--- config.mk ---
export PLATFORM = sky130hd
export DESIGN_NAME = jump_input_conditioner
export DESIGN_NICKNAME = d
export VERILOG_FILES = /design/src/rtl/dino_pkg.sv /design/src/rtl/sync_2ff.sv /design/src/rtl/jump_input_conditioner.sv
export SDC_FILE = /design/constraint.sdc
export NUM_CORES = 1
export LEC_CHECK = 0
export BUFFER_PORTS_ARGS = -buffer_cell sky130_fd_sc_hd__buf_2
export CAP_MARGIN = 40
export CORE_AREA = 2 2 65 67
export CTS_BUF_LIST = sky130_fd_sc_hd__clkbuf_16
export DETAILED_ROUTE_END_ITERATION = 10
export DIE_AREA = 0 0 67 69
export GPL_TIMING_DRIVEN = 0
export PLACE_DENSITY = 0.7
export SETUP_SLACK_MARGIN = 0.3
export SLEW_MARGIN = 20
export SYNTH_ARGS = -nofsm -noshare
export SYNTH_HDL_FRONTEND = slang
export SYNTH_SLANG_ARGS = --single-unit
--- constraint.sdc ---
create_clock -name clk -period 2.3 [get_ports clk]
set_clock_uncertainty 0.1 [all_clocks]
set_input_delay 0.115 -clock clk [delete_from_list [all_inputs] [get_ports clk]]
set_output_delay 0.115 -clock clk [all_outputs]
set_load 0.005 [all_outputs]
--- src/rtl/dino_pkg.sv ---
// Shared types and constants for the jump input path.
// Latency: n/a. Backpressure: n/a.
package dino_pkg;

    localparam int DEBOUNCE_CYCLES_DEFAULT = 1000000;
    localparam int PRESS_COUNT_W           = 8;

    typedef enum logic [1:0] {
        RELEASED     = 2'd0,
        PRESS_PEND   = 2'd1,
        PRESSED      = 2'd2,
        RELEASE_PEND = 2'd3
    } btn_state_t;

endpackage

--- src/rtl/sync_2ff.sv ---
// Two-flop synchronizer for one asynchronous level input.
// Latency: 2 clk cycles. Backpressure: none, free-running level path.
module sync_2ff (
    input  logic clk,
    input  logic reset,
    input  logic d,
    output logic q
);

    logic meta;

    always_ff @(posedge clk) begin
        if (reset) begin
            meta <= 1'b0;
            q    <= 1'b0;
        end else begin
            meta <= d;
            q    <= meta;
        end
    end

endmodule

--- src/rtl/jump_input_conditioner.sv ---
// Debounces the jump button, counts presses and holds a sticky per-frame jump request.
// Latency: button to btn_press is 2 + DEBOUNCE_CYCLES + 1 cycles. Backpressure: none;
// a press while jump_req is already set is absorbed. Option: JUMP_AUTOREPEAT_EN.
module jump_input_conditioner
    import dino_pkg::*;
#(
    parameter int DEBOUNCE_CYCLES = DEBOUNCE_CYCLES_DEFAULT,
    parameter int CNT_W           = 20
) (
    input  logic                     clk,
    input  logic                     reset,
    input  logic                     button_in,
    input  logic                     screen_ready,
    output logic                     btn_level,
    output logic                     btn_press,
    output logic                     jump_req,
    output logic [PRESS_COUNT_W-1:0] press_count
);

    localparam logic [CNT_W-1:0] CNT_LAST = CNT_W'(DEBOUNCE_CYCLES - 1);

    btn_state_t state, state_nxt;
    logic [CNT_W-1:0] cnt, cnt_nxt;
    logic button_sync;
    logic press_evt;
    logic screen_ready_q;
    logic frame_edge;
    logic jump_set;

    sync_2ff u_sync_button (
        .clk   (clk),
        .reset (reset),
        .d     (button_in),
        .q     (button_sync)
    );

    always_comb begin
        state_nxt = state;
        cnt_nxt   = cnt;
        press_evt = 1'b0;
        case (state)
            RELEASED: begin
                if (button_sync) state_nxt = PRESS_PEND;
            end
            PRESS_PEND: begin
                if (!button_sync) begin
                    state_nxt = RELEASED;
                end else if (cnt == CNT_LAST) begin
                    state_nxt = PRESSED;
                    press_evt = 1'b1;
                end else begin
                    cnt_nxt = cnt + 1'b1;
                end
            end
            PRESSED: begin
                if (!button_sync) state_nxt = RELEASE_PEND;
            end
            RELEASE_PEND: begin
                if (button_sync) begin
                    state_nxt = PRESSED;
                end else if (cnt == CNT_LAST) begin
                    state_nxt = RELEASED;
                end else begin
                    cnt_nxt = cnt + 1'b1;
                end
            end
            default: state_nxt = RELEASED;
        endcase
        // The counter only ever measures time spent in the current state.
        if (state_nxt != state) cnt_nxt = '0;
    end

    assign btn_level  = (state == PRESSED) || (state == RELEASE_PEND);
    assign frame_edge = screen_ready & ~screen_ready_q;

`ifdef JUMP_AUTOREPEAT_EN
    assign jump_set = btn_press | (btn_level & frame_edge);
`else
    assign jump_set = btn_press;
`endif

    always_ff @(posedge clk) begin
        if (reset) begin
            state          <= RELEASED;
            cnt            <= '0;
            btn_press      <= 1'b0;
            press_count    <= '0;
            jump_req       <= 1'b0;
            screen_ready_q <= 1'b0;
        end else begin
            state          <= state_nxt;
            cnt            <= cnt_nxt;
            btn_press      <= press_evt;
            screen_ready_q <= screen_ready;
            if (press_evt) press_count <= press_count + 1'b1;
            // Set wins over the frame clear so a press landing on a frame edge is kept.
            jump_req       <= jump_set | (jump_req & ~frame_edge);
        end
    end

endmodule

==> flow_metrics.py <==
metrics = {
    "power_and_ir_drop": {
        "switching_share_pct": 18.2,
        "clkPwrFrac_pct": 57.5,
        "p_comb_share_pct": 2.2,
        "internal_power_mw": 1.24,
        "p_per_area_nw_per_um2": 683,
        "seqPwrFrac_pct": 40.3,
        "ir_drop_mv": 0.530,
        "power.switching_mw": 0.275,
        "power.leakage_nw": 0.781,
    },
    "timing": {
        "rsz0062_at_grt": "false",
        "min_period_ns": 1.94,
        "relSlewSlack_pct": 65.5,
        "tightestPinTransition_ns": 0.517,
        "tns_ns": 0,
        "maxSlewViolCount": 0,
        "setup_violations": 0,
        "max_freq_ghz": 0.516,
        "post-route-period-util_pct": 84.3,
        "hold_viol": 0,
    },
    "synth": {
        "syn_nets": 202,
        "ys_top_cells_by_area": "dfxtp_1 (41%), xnor2_1 (7.7%), nor2_1 (4.6%), nand3_1 (4.1%), nand2_1 (3.3%)",
        "syn_area_per_cell_um2": 8.71,
        "synth_area_um2": 1710,
        "synth_edf_count": 0,
        "yosysSeqAreaShare_pct": 41.1,
        "synthArstFlopShare_pct": 0,
        "yosys.area.top_type": "dfxtp_1",
        "synth_cells": 196,
        "synth_cell_types": 43,
        "ys.flop_type": "dfxtp_1",
        "synth_top_area_share_pct": 41.1,
        "synth_seq_cells": 35,
        "ys_warn_count": 0,
    },
    "die": {
        "die_area_um2": 4620,
        "die_width_um": 67,
        "fp-row-count": 23,
        "fp.dieH_um": 69,
        "core_um2": 3910,
        "io_pins": 15,
        "initial_utilization_pct": 43.6,
    },
    "outcome": {
        "status": "complete, no violations",
    },
    "grt": {
        "grt_max_degree": 13,
        "grt_pass1_vias": 1435,
        "track_usage_pct": 18.3,
        "grt_pass1_wl_um": 6650,
        "antenna_found_initial": 0,
        "overflow": 0,
    },
    "finish": {
        "fillers": 368,
        "drive_gt1_share_pct": 26.6,
        "diodes": 0,
        "final_cell_count_no_fill": 279,
        "seqCellArea_um2": 709,
        "syn2layout_area_growth_pct": 30.1,
        "fin_nets": 234,
        "multi_input_area_um2": 1030,
    },
    "detailed_routing": {
        "routed_wl_um": 4030,
        "dr_total_vias": 1536,
        "avgViaCountPerCell": 5.51,
        "avgRoutedWirePerCell_um": 14.4,
        "antenna_left": 0,
        "firstDrtPassIters": 4,
        "drt_iter0_markers": 56,
        "drc": 0,
    },
    "critical_path": {
        "crit_arrival_ns": 2.04,
        "reg2reg_setup_slack_ns": 0.36,
        "crit_fanout": 7,
        "r2r_end": "cnt[15]",
        "worstPathRequired_ns": 2.40,
        "cp-end-kind": "flop",
        "crit_path_start_kind": "flop",
        "path_class": "flop to flop",
        "r2r_start": "cnt[12]",
        "worstRegToRegCells": 6,
    },
    "placement": {
        "dp.cells": 259,
        "gp_congestion": 0.817,
        "numPortBuffers": 13,
        "post-dp-hpwl_um": 2520,
    },
    "clock_tree": {
        "path_clk_slew_ns": 0.06,
        "cts_root_buf": "clkbuf_16",
        "htreeDepth": 2,
        "cts_made_buffers": 5,
        "clk_latency_ns": 0.28,
        "cts.sinks": 35,
        "cts_max_path_buffers": 2,
        "tritoncts": "yes",
    },
    "worst_hold_path": {
        "min_to": "u_sync_button.meta",
        "hold_class": "primary input to flop",
        "holdPathStages": 2,
        "worstHoldStart": "reset",
    },
    "run": {
        "maxCapViolCount": 0,
    },
}
-- layout by cell type, fill, tap and decap left out, types with 3 or more instances in the layout --
cell type and instances:
dfxtp_1 30, nor2_1 21, buf_2 15, xnor2_1 15, nand3_1 14, nand2_1 14
buf_4 10, a21oi_1 9, nor3_1 7, clkbuf_1 5, nand4_1 5, and3_1 5
nor4_1 5, clkbuf_16 5, dfxtp_2 4, inv_1 3, nor2b_1 3, mux2i_1 3
nor4_2 3, and2_1 3, a31oi_1 3, o21ai_0 3, a311oi_1 3
-- flip-flops by register name (all words and copies together), names as in the netlist --
register,cells
btn_press,1
u_sync_button.meta,1
u_sync_button.q,1
jump_req,1
screen_ready_q,1
cnt,20
press_count,8
state,2
-- cell families after synthesis --
kind of cell | Yosys count | synth area share [%]
simple gates | 98 | 33.1
flops | 35 | 41.1
compound gates | 29 | 11.4
xor+xnor | 16 | 8.21
buf+inv | 13 | 3.01
mux | 3 | 1.76
fa+ha+maj | 2 | 1.47
-- through the flow --
stage	worst slack [ns]	utilization, %	instance area (µm²)	hold slack, ns	power (mW)
floorplan	0.300	-	1730	0.143	0.644
global placement	0.0633	47.5	1860	0.223	0.653
detailed placement	0.0316	47.5	1860	0.238	0.654
CTS	0.252	54.7	2140	0.111	1.53
global route	0.297	56.7	2220	0.139	1.57
finish	0.361	56.7	2220	0.109	1.52
-- what timing repair did --
action                                  in CTS  in global routing
setup buffers                                7                  3
pin swaps                                    5                  6
hold buffers                                 2                  0
resized for setup                            4                 15
endpoints found under the hold margin        2                  0
endpoints found under the setup margin      15                 22
-- worst max-delay path: stages (launching register included) --
cell and delay, ns:
dfxtp_2 0.38, and4bb_2 0.28, and4_2 0.23, buf_2 0.18, a21o_1 0.21, or3_1 0.34
a21oi_1 0.14
-- cell type report --
| cell class | instances | area share (%) |
|---|---|---|
| plain buffers | 10 | 2.25 |
| clock buffers | 5 | 5.64 |
| clock inverters | 3 | 3.04 |
| inverters | 3 | 0.507 |
| multi-input cells | 148 | 46.6 |
| flip-flops and latches | 35 | 32.0 |
| well taps | 50 | 2.82 |
| repair buffers | 25 | 7.22 |
-- worst max-delay path by stage --
stage          startpoint        endpoint  slack [ns]  depth (start not counted)
2_1_floorplan      cnt[5]  press_count[7]        0.30                          6
3_3_place_gp       cnt[0]  press_count[7]        0.06                          5
3_5_place_dp       cnt[0]  press_count[7]        0.03                          5
4_1_cts            cnt[7]  press_count[7]        0.25                          5
5_1_grt           cnt[10]         cnt[15]        0.30                          6
6_report          cnt[12]         cnt[15]        0.36                          6
-- power by group through the flow --
stage	sequential, mW	clock, mW	combinational [mW]
CTS	0.611	0.882	0.0325
floorplan	0.624	0	0.0203
finish	0.611	0.871	0.0339
global placement	0.624	0	0.0291
detailed placement	0.625	0	0.0291
global route	0.610	0.918	0.0376
-- metal layers --
metal | vias up | share of wire, % | wire length [µm] | GRT usage (%)
met2 | 33 | 48 | 1950 | 27.9
li1 | 771 | - | - | -
met1 | 726 | 46 | 1860 | 25.0
met3 | 6 | 3.7 | 150 | 4.40
met5 | - | 0 | 0 | 0
met4 | 0 | 1.8 | 72 | 6.35
-- cells in the mapped netlist, drive strengths merged, types with 3 or more instances --
| library cell | number |
|---|---|
| a21o | 3 |
| a21oi | 11 |
| a311oi | 3 |
| a31oi | 3 |
| and2 | 3 |
| and3 | 5 |
| and4 | 4 |
| buf | 3 |
| clkbuf | 7 |
| dfxtp | 35 |
| inv | 3 |
| mux2i | 3 |
| nand2 | 15 |
| nand3 | 14 |
| nand4 | 6 |
| nor2 | 21 |
| nor2b | 3 |
| nor3 | 7 |
| nor4 | 9 |
| o21ai | 3 |
| xnor2 | 15 |
Note: power is estimated with default switching activity, not from simulation.
